File: src/rtl/fifo_burst_reader.sv
// Drains a synchronous FIFO into valid/ready bursts (threshold or timeout flush); first beat 2 (RD_LAT=0) or 3 (RD_LAT=1) cycles after trigger.
// Backpressure: at most 2 words in flight beyond accepted beats; m_data/m_last hold while stalled.
module fifo_burst_reader #(
  parameter int WIDTH     = 8,
  parameter int DEPTH     = 128,
  parameter int BURST_LEN = 16,
  parameter int TIMEOUT   = 64,
  parameter int RD_LAT    = 1
) (
  input  logic                     clk,
  input  logic                     rst_n,
  output logic                     fifo_rd_en,
  input  logic [WIDTH-1:0]         fifo_rd_data,
  input  logic                     fifo_empty,
  input  logic [$clog2(DEPTH)-1:0] fifo_data_cnt,
  output logic                     m_valid,
  input  logic                     m_ready,
  output logic [WIDTH-1:0]         m_data,
  output logic                     m_last,
  output logic [$clog2(DEPTH):0]   burst_len_o,
  output logic                     busy
);

  localparam int CW = $clog2(DEPTH);
  localparam int LW = CW + 1;
  localparam int TW = $clog2(TIMEOUT + 2);

  localparam logic [1:0] S_IDLE  = 2'd0;
  localparam logic [1:0] S_BURST = 2'd1;
  localparam logic [1:0] S_DRAIN = 2'd2;

  localparam logic [LW-1:0] BLEN   = LW'(BURST_LEN);
  localparam logic [TW-1:0] TMO    = TW'(TIMEOUT);
  localparam logic [TW-1:0] TMO_M1 = TW'((TIMEOUT == 0) ? 0 : TIMEOUT - 1);

  logic [1:0]       state;
  logic [TW-1:0]    timer;
  logic [LW-1:0]    len;
  logic [LW-1:0]    issued;
  logic [LW-1:0]    sent;
  logic [LW-1:0]    avail;
  logic [WIDTH-1:0] buf0;
  logic [WIDTH-1:0] buf1;
  logic [1:0]       buf_cnt;
  logic             rd_pend;
  logic             outstanding;
  logic [2:0]       occ;
  logic             pop;
  logic             push;
  logic             start;
  logic [LW-1:0]    start_len;

  // A zero count with a non-empty flag means the FIFO is completely full.
  assign avail = (!fifo_empty && fifo_data_cnt == '0) ? LW'(DEPTH) : {1'b0, fifo_data_cnt};

  always_comb begin
    start     = 1'b0;
    start_len = BLEN;
    if (state == S_IDLE) begin
      if (avail >= BLEN) begin
        start = 1'b1;
      end else if (TIMEOUT != 0 && timer == TMO_M1 && !fifo_empty) begin
        start     = 1'b1;
        start_len = avail;
      end
    end
  end

  assign m_valid     = (buf_cnt != 2'd0);
  assign m_data      = buf0;
  assign m_last      = m_valid && (sent == len - 1'b1);
  assign pop         = m_valid && m_ready;
  assign busy        = (state != S_IDLE);
  assign outstanding = (RD_LAT == 1) ? rd_pend : 1'b0;

  // Words already buffered or in flight, net of the beat leaving this cycle.
  assign occ = {1'b0, buf_cnt} + {2'b00, outstanding} - {2'b00, pop};

  assign fifo_rd_en = (state == S_BURST) && (issued < len) && !fifo_empty && (occ < 3'd2);
  assign push       = (RD_LAT == 1) ? rd_pend : fifo_rd_en;

  always_ff @(posedge clk) begin
    if (!rst_n) begin
      state       <= S_IDLE;
      timer       <= '0;
      len         <= '0;
      issued      <= '0;
      sent        <= '0;
      burst_len_o <= '0;
      buf0        <= '0;
      buf1        <= '0;
      buf_cnt     <= 2'd0;
      rd_pend     <= 1'b0;
    end else begin
      rd_pend <= (RD_LAT == 1) && fifo_rd_en;
      if (fifo_rd_en) issued <= issued + 1'b1;
      if (pop)        sent   <= sent + 1'b1;

      case (state)
        S_IDLE: begin
          if (start) begin
            state       <= S_BURST;
            len         <= start_len;
            burst_len_o <= start_len;
            timer       <= '0;
          end else if (fifo_empty) begin
            timer <= '0;
          end else if (timer != TMO) begin
            timer <= timer + 1'b1;
          end
        end
        S_BURST: begin
          if (fifo_rd_en && (issued + 1'b1 == len)) state <= S_DRAIN;
        end
        S_DRAIN: begin
          if (pop && m_last) begin
            state  <= S_IDLE;
            timer  <= '0;
            issued <= '0;
            sent   <= '0;
          end
        end
        default: state <= S_IDLE;
      endcase

      case ({push, pop})
        2'b10: begin
          if (buf_cnt == 2'd0) buf0 <= fifo_rd_data;
          else                 buf1 <= fifo_rd_data;
          buf_cnt <= buf_cnt + 1'b1;
        end
        2'b01: begin
          buf0    <= buf1;
          buf_cnt <= buf_cnt - 1'b1;
        end
        2'b11: begin
          if (buf_cnt == 2'd1) begin
            buf0 <= fifo_rd_data;
          end else begin
            buf0 <= buf1;
            buf1 <= fifo_rd_data;
          end
        end
        default: ;
      endcase
    end
  end

endmodule

File: config.mk
export PLATFORM = sky130hd
export DESIGN_NAME = fifo_burst_reader
export DESIGN_NICKNAME = d
export VERILOG_FILES = /design/src/rtl/fifo_burst_reader.sv
export SDC_FILE = /design/constraint.sdc
export NUM_CORES = 1
export LEC_CHECK = 0
export ABC_AREA = 1
export BUFFER_PORTS_ARGS = -buffer_cell sky130_fd_sc_hd__buf_2
export CAP_MARGIN = 10
export CORE_UTILIZATION = 45
export CTS_CLUSTER_DIAMETER = 100
export DETAILED_ROUTE_END_ITERATION = 6
export GPL_ROUTABILITY_DRIVEN = 0
export HOLD_SLACK_MARGIN = 0.03
export PLACE_DENSITY = 0.61
export SLEW_MARGIN = 20
export SYNTH_ARGS = -nofsm -noshare
export SYNTH_HDL_FRONTEND = slang
export SYNTH_SLANG_ARGS = --single-unit
File: constraint.sdc
create_clock -name clk -period 5.15 [get_ports clk]
set_input_delay 0.7725 -clock clk [delete_from_list [all_inputs] [get_ports clk]]
set_output_delay 0.7725 -clock clk [all_outputs]
set_load 0.1 [all_outputs]
==> results.ini <==
[outcome]
status=finished, violations left
failed_checks=design-rule violations

[clock_network]
clkTransAtPathRegs_ns=0.10
clk_latency_ns=0.31
cts_hold_buf=0
cts_tree=built
cts_buffer_depth=2
htreeDepth=2
ctsResizeCount=0
cts_buffers=5
root_buffer=clkbuf_8
cts_setup_buffers=0
cts_sinks=52

[cells_and_area]
fin_util_pct=52.60
final_cell_area_um2=3378
nets=512
fill_cells=664
syn_to_final_growth_pct=11.02
final_layout_size_suffix_gt1_share_pct=13.39
antennaDiodeCount=0

[timing]
tightest_slew_ns=0.9466
timing.final.crit_period_ns=4.174
rsz0062_at_grt=no
max-slew-margin-rel_pct=36.47
tns_ns=0
post-route-period-util_pct=81.04
setup_viol=0
maxSlewViolCount=0
hold_viol=0
max_freq_ghz=0.2396
finClkSkew_ns=0.006555
timing.hold.ws_ns=0.4886

[routing]
wl_um=6790
viasPerCell=5.086
wl_per_cell_um=12.23
drtIter0Drc=104
ant_nets=0
vias=2823
first_pass_iters=6
route.detailed.drc=2

[place]
placement.io_buffers=38
placed_cell_area_um2=3283
hpwlAfterDp_um=4997

[worst_setup_path]
reg2reg_to=issued[4]
cp-start-kind=flip-flop
critical_path_arrival_ns=3.40
rr_worst_depth=20
worstPathRequired_ns=4.38
r2r_slack_ns=1.95
critPathSlowestCell=buf_2
rr_startpoint=buf_cnt[1]
path_common_cell=inv_1
end_kind=output port
path_max_fanout=11
path_class=reg2out
slowest_delay_ns=0.44
path_cells=inv_1, ha_1, inv_1, nand2_2, nor2_1, inv_1, nand2_1, inv_1, nor2_1, inv_1, fa_1, xnor2_1, inv_1, nor3_1, nand3_1, a21oi_1, buf_4, buf_2

[pwr]
p_seq_share_pct=40.4
power.density_nw_per_um2=345.6
combPwrFrac_pct=37.9
switching_share_pct=44.70
p_int_mw=0.6456
clock_power_share_pct=21.8
ir_drop_v=0.0002598
p_switching_mw=0.5218
p_total_mw=1.167
p_leak_nw=1.516

[logic_synthesis]
synth_cell_type_count=34
synthCells=440
synth_flop_cell=dfxtp_1
synth_enable_flop_cells=0
syn_area_um2=3043
async_flop_share_pct=0
yosysWarningCount=0
synth-seq-cells=52
synth.net_count=475
synth_seq_area_share_pct=34.21
syn_area_per_cell_um2=6.916

[min_path]
hold_start=buf1[6]
hp-class=reg2reg
min_path_cells=2
worstHoldEndpoint=buf1[6]

[flow_run]
drv_cap=0

[global_routing]
grt_first_pass_wirelength_um=11960
grt_max_degree=25
grt_pass1_vias=2662
antenna_found_initial=0
grtUsageTotal_pct=20.58
grt.overflow.total=0

[floorplanning]
die_x_um=84.23
rows=29
ioPinCount=39
dieHeight_um=84.23
design.core.area_um2=6422
dieArea_um2=7095
start_util_pct=47.38

-- sequential cells by signal (all words and copies together) (netlist names) --
| signal | count |
|---|---|
| len | 8 |
| issued | 8 |
| buf_cnt | 2 |
| buf1 | 8 |
| timer | 7 |
| sent | 8 |
| state | 2 |
| outstanding | 1 |
| m_data | 8 |
-- worst max-delay path by stage --
stage / startpoint / slack (ns) / endpoint
6_report: buf_cnt[1] / 0.98 / fifo_rd_en
5_1_grt: buf_cnt[1] / 0.61 / fifo_rd_en
4_1_cts: buf_cnt[1] / 0.96 / fifo_rd_en
3_5_place_dp: m_ready / 1.25 / fifo_rd_en
3_3_place_gp: m_ready / 1.28 / fifo_rd_en
2_1_floorplan: len[0] / 0.78 / m_last
-- area by class of cell --
class	count	area, um^2	share of cell area, %
tap	77	96.34	2.852
clock inverter	3	26.28	0.7778
clock buffer	5	68.82	2.037
inverter	48	180.2	5.333
sequential	52	1041	30.81
multi-input combinational	331	1768	52.33
timing repair buffer	39	197.7	5.852
-- through the flow --
step	instances	setup slack, ns
after floorplan	440	0.7804
after global placement	547	1.282
after detailed placement	547	1.252
after CTS	555	0.9646
after global routing	555	0.6101
final	555	0.9762
-- Yosys cell counts (all sizes together) (2+ instances only) --
| library cell | number | share of area [%] |
|---|---|---|
| nand2 | 99 | 13 |
| nor2 | 69 | 9.1 |
| dfxtp | 52 | 34 |
| inv | 47 | 5.8 |
| nand3 | 37 | 6.6 |
| a21oi | 36 | 6.2 |
| o21ai | 27 | 4.8 |
| ha | 15 | 6.2 |
| xor2 | 15 | 4.3 |
| nor3 | 11 | 2.0 |
| mux2i | 7 | 2.3 |
| buf | 6 | 1.6 |
| clkbuf | 3 | 0.37 |
| nand4 | 3 | 0.62 |
| nand3b | 2 | 0.49 |
| nor4 | 2 | 0.41 |
| o21bai | 2 | 0.49 |
| xnor2 | 2 | 0.58 |
-- power by group through the flow --
stage	Combinational (mW)	Clock, mW	Sequential (mW)
after floorplan	0.236	0	0.611
after global placement	0.440	0	0.479
after detailed placement	0.444	0	0.480
after CTS	0.444	0.265	0.472
after global routing	0.485	0.282	0.478
final	0.442	0.254	0.471
-- kinds of logic (layout without fill, tap and decap cells) --
kind of cell / after synthesis / count (layout) / share of synthesized area (%)
buffers and inverters: 57 / 95 / 7.894
flip-flops: 52 / 52 / 34.21
adder cells (fa/ha/maj): 16 / 16 / 6.826
multiplexers: 7 / 7 / 2.303
XOR/XNOR: 17 / 17 / 4.893
AND/OR/NAND/NOR: 225 / 225 / 32.15
AO/OA/AOI/OAI: 66 / 66 / 11.72
-- layout by cell type, fill, tap and decap left out, drive strengths merged --
master	instances
a21o	1
a21oi	36
buf	39
clkbuf	5
clkinv	2
dfxtp	52
fa	1
ha	15
inv	49
mux2i	7
nand2	99
nand3	37
nand3b	2
nand4	3
nor2	69
nor3	11
nor3b	1
nor4	2
o21ai	27
o21bai	2
or2	1
xnor2	2
xor2	15
-- critical path: cells and delay by family, from the launching register on --
| kind | cells | cell delay (ns) |
|---|---|---|
| compound gates | 1 | 0.13 |
| fa+ha+maj | 2 | 0.55 |
| buf+inv | 8 | 1.09 |
| flops | 1 | 0.42 |
| xor+xnor | 1 | 0.14 |
| simple gates | 6 | 0.76 |
-- routing by layer --
metal  GRT usage, %  vias up  wire length (um)
met3          3.343        2               236
met2          36.29       51              3177
li1               -     1503                 -
met1          26.36     1267              3351
met5              0        -                 0
met4          4.702        0                24
Note: power is estimated with default switching activity, not from simulation.
